### src/rtl/seq_det_sched_if.sv
// -----------------------------------------------------------------------------
// seq_det_sched_if
// Bundles the job request bus, the detector control/pulse lines and the
// result channel of seq_det_sched.
//   req_valid/req_ready : per-requester job handshake (bit i = requester i)
//   req_n/req_m/req_tmo : per-requester N, M and timeout, packed lane by lane
//   det_n/det_m/det_clr : job parameters and clear towards the detector
//   det_pulse           : hit pulse from the detector
//   rsp_*               : one result per job, valid/ready handshake
// Modports: slave = the scheduler, master = requesters/detector/consumer.
// -----------------------------------------------------------------------------
interface seq_det_sched_if #(
    parameter int TMO_W = 16
) ();
    logic [1:0]         req_valid;
    logic [1:0]         req_ready;
    logic [11:0]        req_n;
    logic [9:0]         req_m;
    logic [2*TMO_W-1:0] req_tmo;
    logic [5:0]         det_n;
    logic [4:0]         det_m;
    logic               det_clr;
    logic               det_pulse;
    logic               rsp_valid;
    logic               rsp_ready;
    logic               rsp_id;
    logic               rsp_hit;
    logic               rsp_err;
    logic [TMO_W-1:0]   rsp_cycles;

    modport slave (
        input  req_valid, req_n, req_m, req_tmo, det_pulse, rsp_ready,
        output req_ready, det_n, det_m, det_clr,
               rsp_valid, rsp_id, rsp_hit, rsp_err, rsp_cycles
    );

    modport master (
        output req_valid, req_n, req_m, req_tmo, det_pulse, rsp_ready,
        input  req_ready, det_n, det_m, det_clr,
               rsp_valid, rsp_id, rsp_hit, rsp_err, rsp_cycles
    );
endinterface

### src/rtl/seq_det_sched.sv
// -----------------------------------------------------------------------------
// seq_det_sched
// Schedules detection jobs from two requesters onto one shared sub-sequence
// detector. Round-robin arbitration, loads N/M plus a one-cycle clear, then
// watches det_pulse until a hit or a timeout and returns one result per job.
// Ports:
//   clk   : clock, rising edge
//   rst_n : asynchronous active-low reset
//   bus   : seq_det_sched_if.slave (requests, detector control, results)
// -----------------------------------------------------------------------------
module seq_det_sched #(
    parameter int TMO_W = 16
) (
    input  logic           clk,
    input  logic           rst_n,
    seq_det_sched_if.slave bus
);
    typedef enum logic [1:0] {
        IDLE = 2'd0,
        LOAD = 2'd1,
        RUN  = 2'd2,
        RESP = 2'd3
    } state_t;

    localparam logic [TMO_W-1:0] CNT_ONE = TMO_W'(1);

    state_t           state_reg;
    logic             ptr_reg;
    logic [5:0]       det_n_reg;
    logic [4:0]       det_m_reg;
    logic             det_clr_reg;
    logic [TMO_W-1:0] tmo_reg;
    logic [TMO_W-1:0] cnt_reg;
    logic             rsp_valid_reg;
    logic             rsp_id_reg;
    logic             rsp_hit_reg;
    logic             rsp_err_reg;
    logic [TMO_W-1:0] rsp_cycles_reg;

    // Per-requester views of the packed request fields.
    logic [5:0]       lane_n   [2];
    logic [4:0]       lane_m   [2];
    logic [TMO_W-1:0] lane_tmo [2];
    logic [1:0]       grant_oh;

    logic             grant_valid;
    logic             grant_id;

    genvar gi;
    generate
        for (gi = 0; gi < 2; gi++) begin : g_lane
            assign lane_n[gi]   = bus.req_n[gi*6 +: 6];
            assign lane_m[gi]   = bus.req_m[gi*5 +: 5];
            assign lane_tmo[gi] = bus.req_tmo[gi*TMO_W +: TMO_W];
            assign grant_oh[gi] = grant_valid && (grant_id == 1'(gi));
        end
    endgenerate

    // Preferred requester first, the other one only if the preferred is idle.
    // Gated by rst_n so req_ready reads 0 while reset is held.
    always_comb begin
        grant_valid = 1'b0;
        grant_id    = ptr_reg;
        if (rst_n && (state_reg == IDLE)) begin
            if (bus.req_valid[ptr_reg]) begin
                grant_valid = 1'b1;
                grant_id    = ptr_reg;
            end else if (bus.req_valid[~ptr_reg]) begin
                grant_valid = 1'b1;
                grant_id    = ~ptr_reg;
            end
        end
    end

    logic             job_bad;
    logic [TMO_W-1:0] cnt_inc;
    logic             tmo_expired;

    assign job_bad     = (lane_n[grant_id] == '0) || (lane_m[grant_id] == '0);
    // Elapsed counter saturates instead of wrapping.
    assign cnt_inc     = (&cnt_reg) ? cnt_reg : (cnt_reg + CNT_ONE);
    // Compare on the pre-increment value so the reported count equals tmo.
    assign tmo_expired = (tmo_reg != '0) && (cnt_reg == (tmo_reg - CNT_ONE));

    always_ff @(posedge clk or negedge rst_n) begin
        if (!rst_n) begin
            state_reg      <= IDLE;
            ptr_reg        <= 1'b0;
            det_n_reg      <= '0;
            det_m_reg      <= '0;
            det_clr_reg    <= 1'b0;
            tmo_reg        <= '0;
            cnt_reg        <= '0;
            rsp_valid_reg  <= 1'b0;
            rsp_id_reg     <= 1'b0;
            rsp_hit_reg    <= 1'b0;
            rsp_err_reg    <= 1'b0;
            rsp_cycles_reg <= '0;
        end else begin
            det_clr_reg <= 1'b0;
            case (state_reg)
                IDLE: begin
                    if (grant_valid) begin
                        rsp_id_reg <= grant_id;
                        tmo_reg    <= lane_tmo[grant_id];
                        if (job_bad) begin
                            // Rejected job: answer straight away, detector untouched.
                            state_reg      <= RESP;
                            rsp_valid_reg  <= 1'b1;
                            rsp_hit_reg    <= 1'b0;
                            rsp_err_reg    <= 1'b1;
                            rsp_cycles_reg <= '0;
                        end else begin
                            state_reg   <= LOAD;
                            det_n_reg   <= lane_n[grant_id];
                            det_m_reg   <= lane_m[grant_id];
                            det_clr_reg <= 1'b1;
                        end
                    end
                end
                LOAD: begin
                    cnt_reg   <= '0;
                    state_reg <= RUN;
                end
                RUN: begin
                    cnt_reg <= cnt_inc;
                    // A pulse takes priority over a coincident timeout.
                    if (bus.det_pulse || tmo_expired) begin
                        state_reg      <= RESP;
                        rsp_valid_reg  <= 1'b1;
                        rsp_hit_reg    <= bus.det_pulse;
                        rsp_err_reg    <= 1'b0;
                        rsp_cycles_reg <= cnt_inc;
                    end
                end
                RESP: begin
                    if (bus.rsp_ready) begin
                        rsp_valid_reg <= 1'b0;
                        // The requester just served loses the next tie.
                        ptr_reg       <= ~rsp_id_reg;
                        state_reg     <= IDLE;
                    end
                end
                default: state_reg <= IDLE;
            endcase
        end
    end

    assign bus.req_ready  = grant_oh;
    assign bus.det_n      = det_n_reg;
    assign bus.det_m      = det_m_reg;
    assign bus.det_clr    = det_clr_reg;
    assign bus.rsp_valid  = rsp_valid_reg;
    assign bus.rsp_id     = rsp_id_reg;
    assign bus.rsp_hit    = rsp_hit_reg;
    assign bus.rsp_err    = rsp_err_reg;
    assign bus.rsp_cycles = rsp_cycles_reg;
endmodule

### src/flat_wrapper.sv
// flat-port wrapper written by rule: the top's interface ports become plain ports
module seq_det_sched_flat 
#(
    parameter int TMO_W = 16
)
  (clk, rst_n, bus_req_valid, bus_req_n, bus_req_m, bus_req_tmo, bus_det_pulse, bus_rsp_ready, bus_req_ready, bus_det_n, bus_det_m, bus_det_clr, bus_rsp_valid, bus_rsp_id, bus_rsp_hit, bus_rsp_err, bus_rsp_cycles);
  seq_det_sched_if #(.TMO_W(TMO_W)) bus_i ();
  input  logic clk;
  input  logic rst_n;
  input wire logic [$bits(bus_i.req_valid)-1:0] bus_req_valid;
  input wire logic [$bits(bus_i.req_n)-1:0] bus_req_n;
  input wire logic [$bits(bus_i.req_m)-1:0] bus_req_m;
  input wire logic [$bits(bus_i.req_tmo)-1:0] bus_req_tmo;
  input wire logic [$bits(bus_i.det_pulse)-1:0] bus_det_pulse;
  input wire logic [$bits(bus_i.rsp_ready)-1:0] bus_rsp_ready;
  output wire logic [$bits(bus_i.req_ready)-1:0] bus_req_ready;
  output wire logic [$bits(bus_i.det_n)-1:0] bus_det_n;
  output wire logic [$bits(bus_i.det_m)-1:0] bus_det_m;
  output wire logic [$bits(bus_i.det_clr)-1:0] bus_det_clr;
  output wire logic [$bits(bus_i.rsp_valid)-1:0] bus_rsp_valid;
  output wire logic [$bits(bus_i.rsp_id)-1:0] bus_rsp_id;
  output wire logic [$bits(bus_i.rsp_hit)-1:0] bus_rsp_hit;
  output wire logic [$bits(bus_i.rsp_err)-1:0] bus_rsp_err;
  output wire logic [$bits(bus_i.rsp_cycles)-1:0] bus_rsp_cycles;
  assign bus_i.req_valid = bus_req_valid;
  assign bus_i.req_n = bus_req_n;
  assign bus_i.req_m = bus_req_m;
  assign bus_i.req_tmo = bus_req_tmo;
  assign bus_i.det_pulse = bus_det_pulse;
  assign bus_i.rsp_ready = bus_rsp_ready;
  assign bus_req_ready = bus_i.req_ready;
  assign bus_det_n = bus_i.det_n;
  assign bus_det_m = bus_i.det_m;
  assign bus_det_clr = bus_i.det_clr;
  assign bus_rsp_valid = bus_i.rsp_valid;
  assign bus_rsp_id = bus_i.rsp_id;
  assign bus_rsp_hit = bus_i.rsp_hit;
  assign bus_rsp_err = bus_i.rsp_err;
  assign bus_rsp_cycles = bus_i.rsp_cycles;
  seq_det_sched #(.TMO_W(TMO_W)) u_core (.clk(clk), .rst_n(rst_n), .bus(bus_i));
endmodule
### config.mk
export PLATFORM = sky130hd
export DESIGN_NAME = seq_det_sched_flat
export DESIGN_NICKNAME = d
export VERILOG_FILES = /design/src/rtl/seq_det_sched_if.sv /design/src/rtl/seq_det_sched.sv /design/src/flat_wrapper.sv
export SDC_FILE = /design/constraint.sdc
export NUM_CORES = 1
export LEC_CHECK = 0
export CAP_MARGIN = 20
export CORE_MARGIN = 5
export CORE_UTILIZATION = 45
export DETAILED_ROUTE_END_ITERATION = 6
export PLACE_DENSITY = 0.7
export SYNTH_ARGS = -nofsm -noshare
export SYNTH_HDL_FRONTEND = slang
export SYNTH_SLANG_ARGS = --single-unit
### constraint.sdc
create_clock -name clk -period 5 [get_ports clk]
set_input_delay 1.5 -clock clk [delete_from_list [all_inputs] [get_ports clk]]
set_output_delay 1.5 -clock clk [all_outputs]
set_load 0.1 [all_outputs]
=== Word-level counts from Yosys, hierarchy flattened ===
Index checks and enable logic that the tools add are counted.

* Add/subtract/negate cells: 2
* Order comparisons: 3
* Eq/ne operators: 8
* Mux-type cells: 44
* Bitwise logic cells: 5
* Reductions and logical operators: 20

{| class="wikitable"
|+ Operators by type and width
! kind !! count
|-
| 16-bit two-way mux || 7
|-
| 16-bit case mux with 2 select lines || 2
|-
| 1-bit two-way mux || 21
|-
| 6-bit two-way mux || 3
|-
| 16-bit by 1-bit adder with 16-bit output (second input constant) || 1
|-
| 16-bit == test || 1
|-
| 16-bit AND reduction || 1
|-
| 16-bit nonzero test || 1
|-
| 16-bit by 1-bit subtractor with 16-bit output (second input constant) || 1
|-
| 5-bit two-way mux || 3
|-
| 2-bit two-way mux || 4
|-
| 2-bit case mux with 4 select lines || 1
|-
| 6-bit logical NOT || 1
|-
| 2-bit by 1-bit != test with 1-bit output (second input constant) || 3
|-
| 3-bit AND reduction || 2
|-
| 5-bit logical NOT || 1
|-
| 5-bit AND reduction || 1
|-
| 2-bit == test (second input constant) || 2
|-
| 1-bit logical AND || 4
|-
| 1-bit by 2-bit less-than comparator with 1-bit output (second input constant) || 2
|-
| 1-bit inverter || 4
|-
| 1-bit case mux with 2 select lines || 2
|-
| 2-bit AND reduction || 2
|-
| 4-bit AND reduction || 1
|-
| 9 further kinds || 11
|}

* Register bits: 67
* Bits of input ports: 60
* Output and inout port bits: 34
* Word-level logic and storage cells: 94

=== Logic depth before layout (Yosys ltp) ===
Gate-level depths: netlist of run 1.

* Word-level depth: 15
* Gate-level depth with buffers: 12
* Gate-level depth less buffers: 9

=== Worst setup path after synthesis of run 1 ===
Ideal clock, no wire load.

* Kind: input -> output
* Start: in bus_req_valid[1]
* End: out bus_req_ready[1]
* Data arrival time: 3676 ps
* Data required time: 3500 ps
* Setup slack: -176 ps
* Stages on the path: 5
* Path buffers: 2
* Cells stage by stage: a31oi_1 a2bb2oi_1 buf_1 buf_1 nor2_1

* Cells in the longest elaborated chain, start to end: 6
* Elaborated cells on any way between the ends: 11
* Those cells by class: 10 x mux; 1 x reduce/logical

{| class="wikitable"
|+ RTL lines
! what !! line !! RTL
|-
| from (decl) || flat_wrapper.sv:10 || <nowiki>input wire logic [$bits(bus_i.req_valid)-1:0] bus_req_valid;</nowiki>
|-
| 1-bit two-way mux (implied by the code) (2 in series) || seq_det_sched.sv:68 || <nowiki>end else if (bus.req_valid[~ptr_reg]) begin</nowiki>
|-
| 1-bit two-way mux || seq_det_sched.sv:68 ||
|-
| 1-bit two-way mux || seq_det_sched.sv:65 || <nowiki>if (bus.req_valid[ptr_reg]) begin</nowiki>
|-
| 1-bit two-way mux || seq_det_sched.sv:64 || <nowiki>if (rst_n && (state_reg == IDLE)) begin</nowiki>
|-
| 1-bit logical AND * || seq_det_sched.sv:55 || <nowiki>assign grant_oh[gi] = grant_valid && (grant_id == 1'(gi));</nowiki>
|-
| to (decl) || flat_wrapper.sv:16 || <nowiki>output wire logic [$bits(bus_i.req_ready)-1:0] bus_req_ready;</nowiki>
|}

Mark *: on every way between the ends. The rest lies on a longest branch, timed or not. The select of a mux whose other input is x is not followed.

=== Final worst setup path of run 1 ===
Same ends and word-level chain as after synthesis.

==> results of run 1 <==
-- cell families after synthesis --
logic type / Yosys count / share of synthesized area
XOR/XNOR: 26 / 0.0553
AND/OR/NAND/NOR: 146 / 0.182
multiplexers: 39 / 0.0993
adder cells (fa/ha/maj): 5 / 0.0152
buffers and inverters: 48 / 0.0516
flip-flops: 67 / 0.407
AO/OA/AOI/OAI: 113 / 0.190
-- power by group through the flow --
stage          Clock [mW]  Combinational, mW  Sequential (mW)
6_report            0.458               1.72            0.867
4_1_cts             0.471               1.73            0.866
2_1_floorplan           0              0.912             1.28
3_3_place_gp            0               1.70            0.870
3_5_place_dp            0               1.73            0.876
5_1_grt             0.492               1.86            0.891
-- per-layer routing --
layer | track usage | vias to the layer above | routed length (um)
li1 | - | 1759 | -
met1 | 0.234 | 1707 | 4370
met2 | 0.319 | 106 | 5140
met3 | 0.0514 | 13 | 624
met4 | 0.0592 | 2 | 127
met5 | 0 | - | 20
-- worst min-delay path: cells and delay by family, from the launching register on --
kind             cells  cell delay, ns
AO/OA/AOI/OAI        1            0.06
flip-flops           1            0.34
AND/OR/NAND/NOR      1            0.05
-- layout make-up --
| type | count | share of cell area |
|---|---|---|
| Multi-Input combinational cell | 329 | 0.425 |
| Clock buffer | 9 | 0.0234 |
| Clock inverter | 7 | 0.0144 |
| Tap cell | 111 | 0.0262 |
| Timing Repair Buffer | 96 | 0.183 |
| Inverter | 18 | 0.0127 |
| Sequential cell | 67 | 0.316 |
-- synthesized netlist by cell type (all sizes together), types with 2 or more instances --
library cell	instances	area, sq um
nor4	11	90.1
a21oi	15	75.1
a2bb2oi	5	43.8
a31oi	3	18.8
nand2b	6	37.5
nand4	3	18.8
o31ai	2	15.0
or4	4	30.0
nand3	17	85.1
nand3b	2	15.0
o2bb2ai	19	166
o21ai	38	190
buf	9	66.3
xor2	14	123
nor2	28	105
or3	5	31.3
mux2	6	78.8
mux2i	33	330
xnor2	12	105
nor2b	3	18.8
o21bai	3	22.5
o211ai	4	48.8
nor3b	4	35.0
a21o	2	15.0
ha	5	62.6
o41ai	2	25.0
and3	3	18.8
clkbuf	21	78.8
nor3	11	55.1
o211a	2	20.0
inv	18	67.6
o22ai	5	31.3
and4	3	26.3
dfrtp	67	1680
nand2	42	158
and2	4	25.0
a311oi	2	17.5
a22o	3	26.3
-- how the worst max path moves through the flow --
stage                                 from               end
after floorplan           bus_req_valid[1]  bus_req_ready[1]
after global placement    bus_req_valid[1]  bus_req_ready[1]
after detailed placement  bus_req_valid[1]  bus_req_ready[1]
after CTS                 bus_req_valid[1]  bus_req_ready[1]
after global routing      bus_req_valid[1]  bus_req_ready[1]
final                     bus_req_valid[1]  bus_req_ready[1]
==> results_dict.tcl, run 1 <==
set metrics [dict create \
    status "complete, no violations" \
    drive_gt1_frac 0.0703 \
    rrSetupSlack_ns 1.64 \
    setup_viol 0 \
    cts_setup_buffers 0 \
    place_hpwl_um 7690 \
    fmax_ghz 0.235 \
    finClkSkew_ns 0.00942 \
    hold_slack_ns 0.487 \
    viasPerCell 5.63 \
    start_util 0.455 \
    synth_edf_count 0 \
    multiInputGateArea_sq_um 2250 \
    cp.required_ns 3.50 \
    fin_area_sq_um 5300 \
    rsz0062_at_grt "no" \
    avgSynthCellArea_sq_um 9.28 \
    slew_headroom 0.323 \
    cpMaxStageDelayCell "clkdlybuf4s50_1" \
    ys.flop_type "dfrtp_1" \
    finalNonFillerCells 637 \
    whs_path_depth 2 \
    clk_pin_slew_worst_paths_ns 0.07 \
    reg2reg_to "u_core.bus.rsp_cycles[15]$_DFFE_PN0P_" \
    layout_commonest_cell "clkdlybuf4s50_1" \
    portBuffers 93 \
    finalMaxSlewViolations 0 \
    insertion_delay_ns 0.34 \
    p_clk_frac 0.150 \
    ctsHoldBuffers 0 \
    pwr-share-seq 0.285 \
    power_frac_comb 0.565 \
    hold_start "u_core.bus.det_m[3]$_DFFE_PN0P_" \
    grt_pass1_vias 3602 \
    max_stage_delay_ns 0.52 \
    finalHoldViolCount 0 \
    syn-num-nets 509 \
    critPathLaunchType "input port" \
    routabilityCongestion 0.856 \
    finalSetupTns_ns 0 \
    grt_util_all_layers 0.189 \
    final_antenna_net_count 0 \
    mostFrequentLayoutCells "clkdlybuf4s50_1, dfrtp_1, nand2_1, o21ai_0, mux2i_1" \
    power_mw 3.05 \
    peakVddDrop_v 0.000476 \
    nFillCells 792 \
    fp.dieH_um 106 \
    vias 3587 \
    cp_max_fo 4 \
    die_w_um 106 \
    cts_sinks 67 \
    grt.overflow.total 0 \
    dp_slack_ns 0.755 \
    cts_tree "yes" \
    clockBufferDepth 2 \
    period_minus_slack_ns 4.25 \
    regToRegStartpoint "u_core.tmo_reg[0]$_DFFE_PN0P_" \
    worstSetupPathType "input port to output pin" \
    synth.distinct_cells 55 \
    first_pass_iters 5 \
    seqCellArea_sq_um 1680 \
    antenna_found_initial 1 \
    cp_num_buf_inv 2 \
    h-tree-depth 3 \
    core_area_sq_um 9060 \
    fin_crit_sh 0.850 \
    ys_seq_area_frac 0.407 \
    layout_setup_ws_ns 0.751 \
    place_inst 621 \
    wl_per_cell_um 16.1 \
    numCtsBuffers 9 \
    r2r_cells 9 \
    synth_area_sq_um 4120 \
    critical_path.endpoint_type "output pin" \
    maxCapViolations 0 \
    syn_to_final_growth_pct 28.7 \
    power.leakage_nw 2.26 \
    arrival_ns 2.75 \
    drc 0 \
    cp.depth 5 \
    cts-root-buf "clkbuf_8" \
    hold_path.class "flip-flop to flip-flop" \
    syn_inst 444 \
    grt_pass1_wl_um 17300 \
    place_area_sq_um 5100 \
    io_pins 94 \
    min_to "u_core.bus.det_m[3]$_DFFE_PN0P_" \
    worstMarginPinSlew_ns 1.01 \
    grt_max_degree 68 \
    final_nets 586 \
    row_count 35 \
    power.switching_mw 1.56 \
    synthArstFlopShare 1.00 \
    wirelength_um 10300 \
    synth-seq-cells 67 \
    p_sw_frac 0.512 \
    die-area_sq_um 11200 \
    insertedDiodeCount 0 \
    drt_iter0_markers 214 \
    crit_chain "clkdlybuf4s50_1, a31oi_1, a2bb2oi_4, nor2_2, buf_12" \
    utilization 0.585 \
    critPathTopFamily "buffers and inverters" \
    powerDensity_nw_per_um2 574 \
    yosysWarnings 0 \
    p_int_mw 1.49 \
    post_cts_resized 0 \
]
Power figures use the tool's default switching activity.
==> run 2, diff against run 1 <==
Clock period 5 ns to 4.3 ns, I/O delays scaled along.
==> run 2 against run 1 <==
Against the previous run: via count decreased by 0.42%; critical path depth is the same; power up 16%; flip-flop and latch count unchanged; count of clock-buffer cells in the layout is 2 higher; critical path type unchanged; core utilization about the same; sequential share of layout area is essentially flat.
==> results_dict.tcl, run 2 (synthesized netlist as in run 1, its figures left out) <==
set metrics [dict create \
    numCtsBuffers 9 \
    h-tree-depth 3 \
    final_antenna_net_count 0 \
    core_area_sq_um 9060 \
    clockBufferDepth 2 \
    mostFrequentLayoutCells "clkdlybuf4s50_1, dfrtp_1, nand2_1, o21ai_0, mux2i_1" \
    finalSetupTns_ns 0 \
    rsz0062_at_grt "no" \
    arrival_ns 2.53 \
    final_nets 587 \
    worstMarginPinSlew_ns 1.01 \
    crit_chain "clkdlybuf4s50_1, a31oi_1, a2bb2oi_4, nor2_2, buf_12" \
    row_count 35 \
    cp_max_fo 4 \
    fmax_ghz 0.262 \
    fin_crit_sh 0.888 \
    peakVddDrop_v 0.000670 \
    powerDensity_nw_per_um2 668 \
    r2r_cells 9 \
    grt_util_all_layers 0.186 \
    place_hpwl_um 7540 \
    hold_path.class "flip-flop to flip-flop" \
    syn_to_final_growth_pct 28.7 \
    portBuffers 93 \
    place_area_sq_um 5110 \
    drc 0 \
    whs_path_depth 1 \
    first_pass_iters 5 \
    wirelength_um 10200 \
    cpMaxStageDelayCell "clkdlybuf4s50_1" \
    finClkSkew_ns 0.0112 \
    ctsHoldBuffers 0 \
    status "complete, no violations" \
    clk_pin_slew_worst_paths_ns 0.07 \
    max_stage_delay_ns 0.52 \
    antenna_found_initial 0 \
    cts_tree "yes" \
    cts_sinks 67 \
    insertedDiodeCount 0 \
    power.leakage_nw 2.27 \
    drive_gt1_frac 0.0702 \
    nFillCells 793 \
    vias 3572 \
    routabilityCongestion 0.849 \
    grt_pass1_wl_um 17100 \
    insertion_delay_ns 0.34 \
    fin_area_sq_um 5310 \
    cp.required_ns 3.01 \
    cts-root-buf "clkbuf_8" \
    worstSetupPathType "input port to output pin" \
    grt.overflow.total 0 \
    finalMaxSlewViolations 0 \
    cts_setup_buffers 0 \
    period_minus_slack_ns 3.82 \
    slew_headroom 0.327 \
    die-area_sq_um 11200 \
    finalHoldViolCount 0 \
    critical_path.endpoint_type "output pin" \
    io_pins 94 \
    grt_max_degree 68 \
    post_cts_resized 0 \
    fp.dieH_um 106 \
    wl_per_cell_um 16.0 \
    grt_pass1_vias 3606 \
    critPathLaunchType "input port" \
    maxCapViolations 0 \
    start_util 0.455 \
    die_w_um 106 \
    drt_iter0_markers 174 \
    setup_viol 0 \
    viasPerCell 5.60 \
    layout_commonest_cell "clkdlybuf4s50_1" \
]
run 2: area by class of cell:
cell class | count | area (sq um) | share of cell area
Clock inverter | 5 | 52.6 | 0.00991
Timing Repair Buffer | 97 | 976 | 0.184
Inverter | 18 | 67.6 | 0.0127
Clock buffer | 11 | 141 | 0.0267
Multi-Input combinational cell | 329 | 2250 | 0.425
Tap cell | 111 | 139 | 0.0262
Sequential cell | 67 | 1680 | 0.316
run 2: critical path: cells and delay by family:
kind,cells,cell delay (ns)
AO/OA/AOI/OAI,2,0.33
buffers and inverters,2,0.72
AND/OR/NAND/NOR,1,0.19
run 2: power by group:
group | total (mW) | switching [mW] | internal, mW
clock | 0.525 | 0.244 | 0.281
sequential | 1.01 | 0.209 | 0.799
combinational | 2.01 | 1.34 | 0.668
run 2: metrics by stage:
step	instances	power, mW	worst slack [ns]	hold WS [ns]	utilization
6_report	638	3.55	0.482	0.485	0.585
5_1_grt	638	3.77	0.415	0.513	0.585
2_1_floorplan	444	2.55	0.00749	0.489	-
4_1_cts	638	3.57	0.474	0.492	0.585
3_5_place_dp	622	3.03	0.475	0.473	0.564
3_3_place_gp	622	2.99	0.520	0.462	0.564
run 2: per-layer routing:
| metal | wire (um) | track usage | share of wire | up-vias |
|---|---|---|---|---|
| met5 | 0 | 0 | 0 | - |
| met4 | 141 | 0.0675 | 0.014 | 0 |
| met3 | 545 | 0.0416 | 0.053 | 12 |
| met2 | 4990 | 0.312 | 0.49 | 101 |
| met1 | 4540 | 0.236 | 0.44 | 1702 |
| li1 | - | - | - | 1757 |
run 2: worst paths after layout:
kind	to	slack [ns]	from
max	bus_req_ready[1]	0.48	bus_req_valid[1]
min in group asynchronous	u_core.bus.rsp_hit$_DFFE_PN0P_	1.25	rst_n
max reg2reg	u_core.bus.rsp_cycles[13]$_DFFE_PN0P_	0.98	u_core.tmo_reg[0]$_DFFE_PN0P_
max in group asynchronous	u_core.bus.rsp_id$_DFFE_PN0P_	2.50	rst_n
min	u_core.ptr_reg$_DFFE_PN0P_	0.49	u_core.bus.rsp_id$_DFFE_PN0P_
min reg2reg	u_core.ptr_reg$_DFFE_PN0P_	0.49	u_core.bus.rsp_id$_DFFE_PN0P_
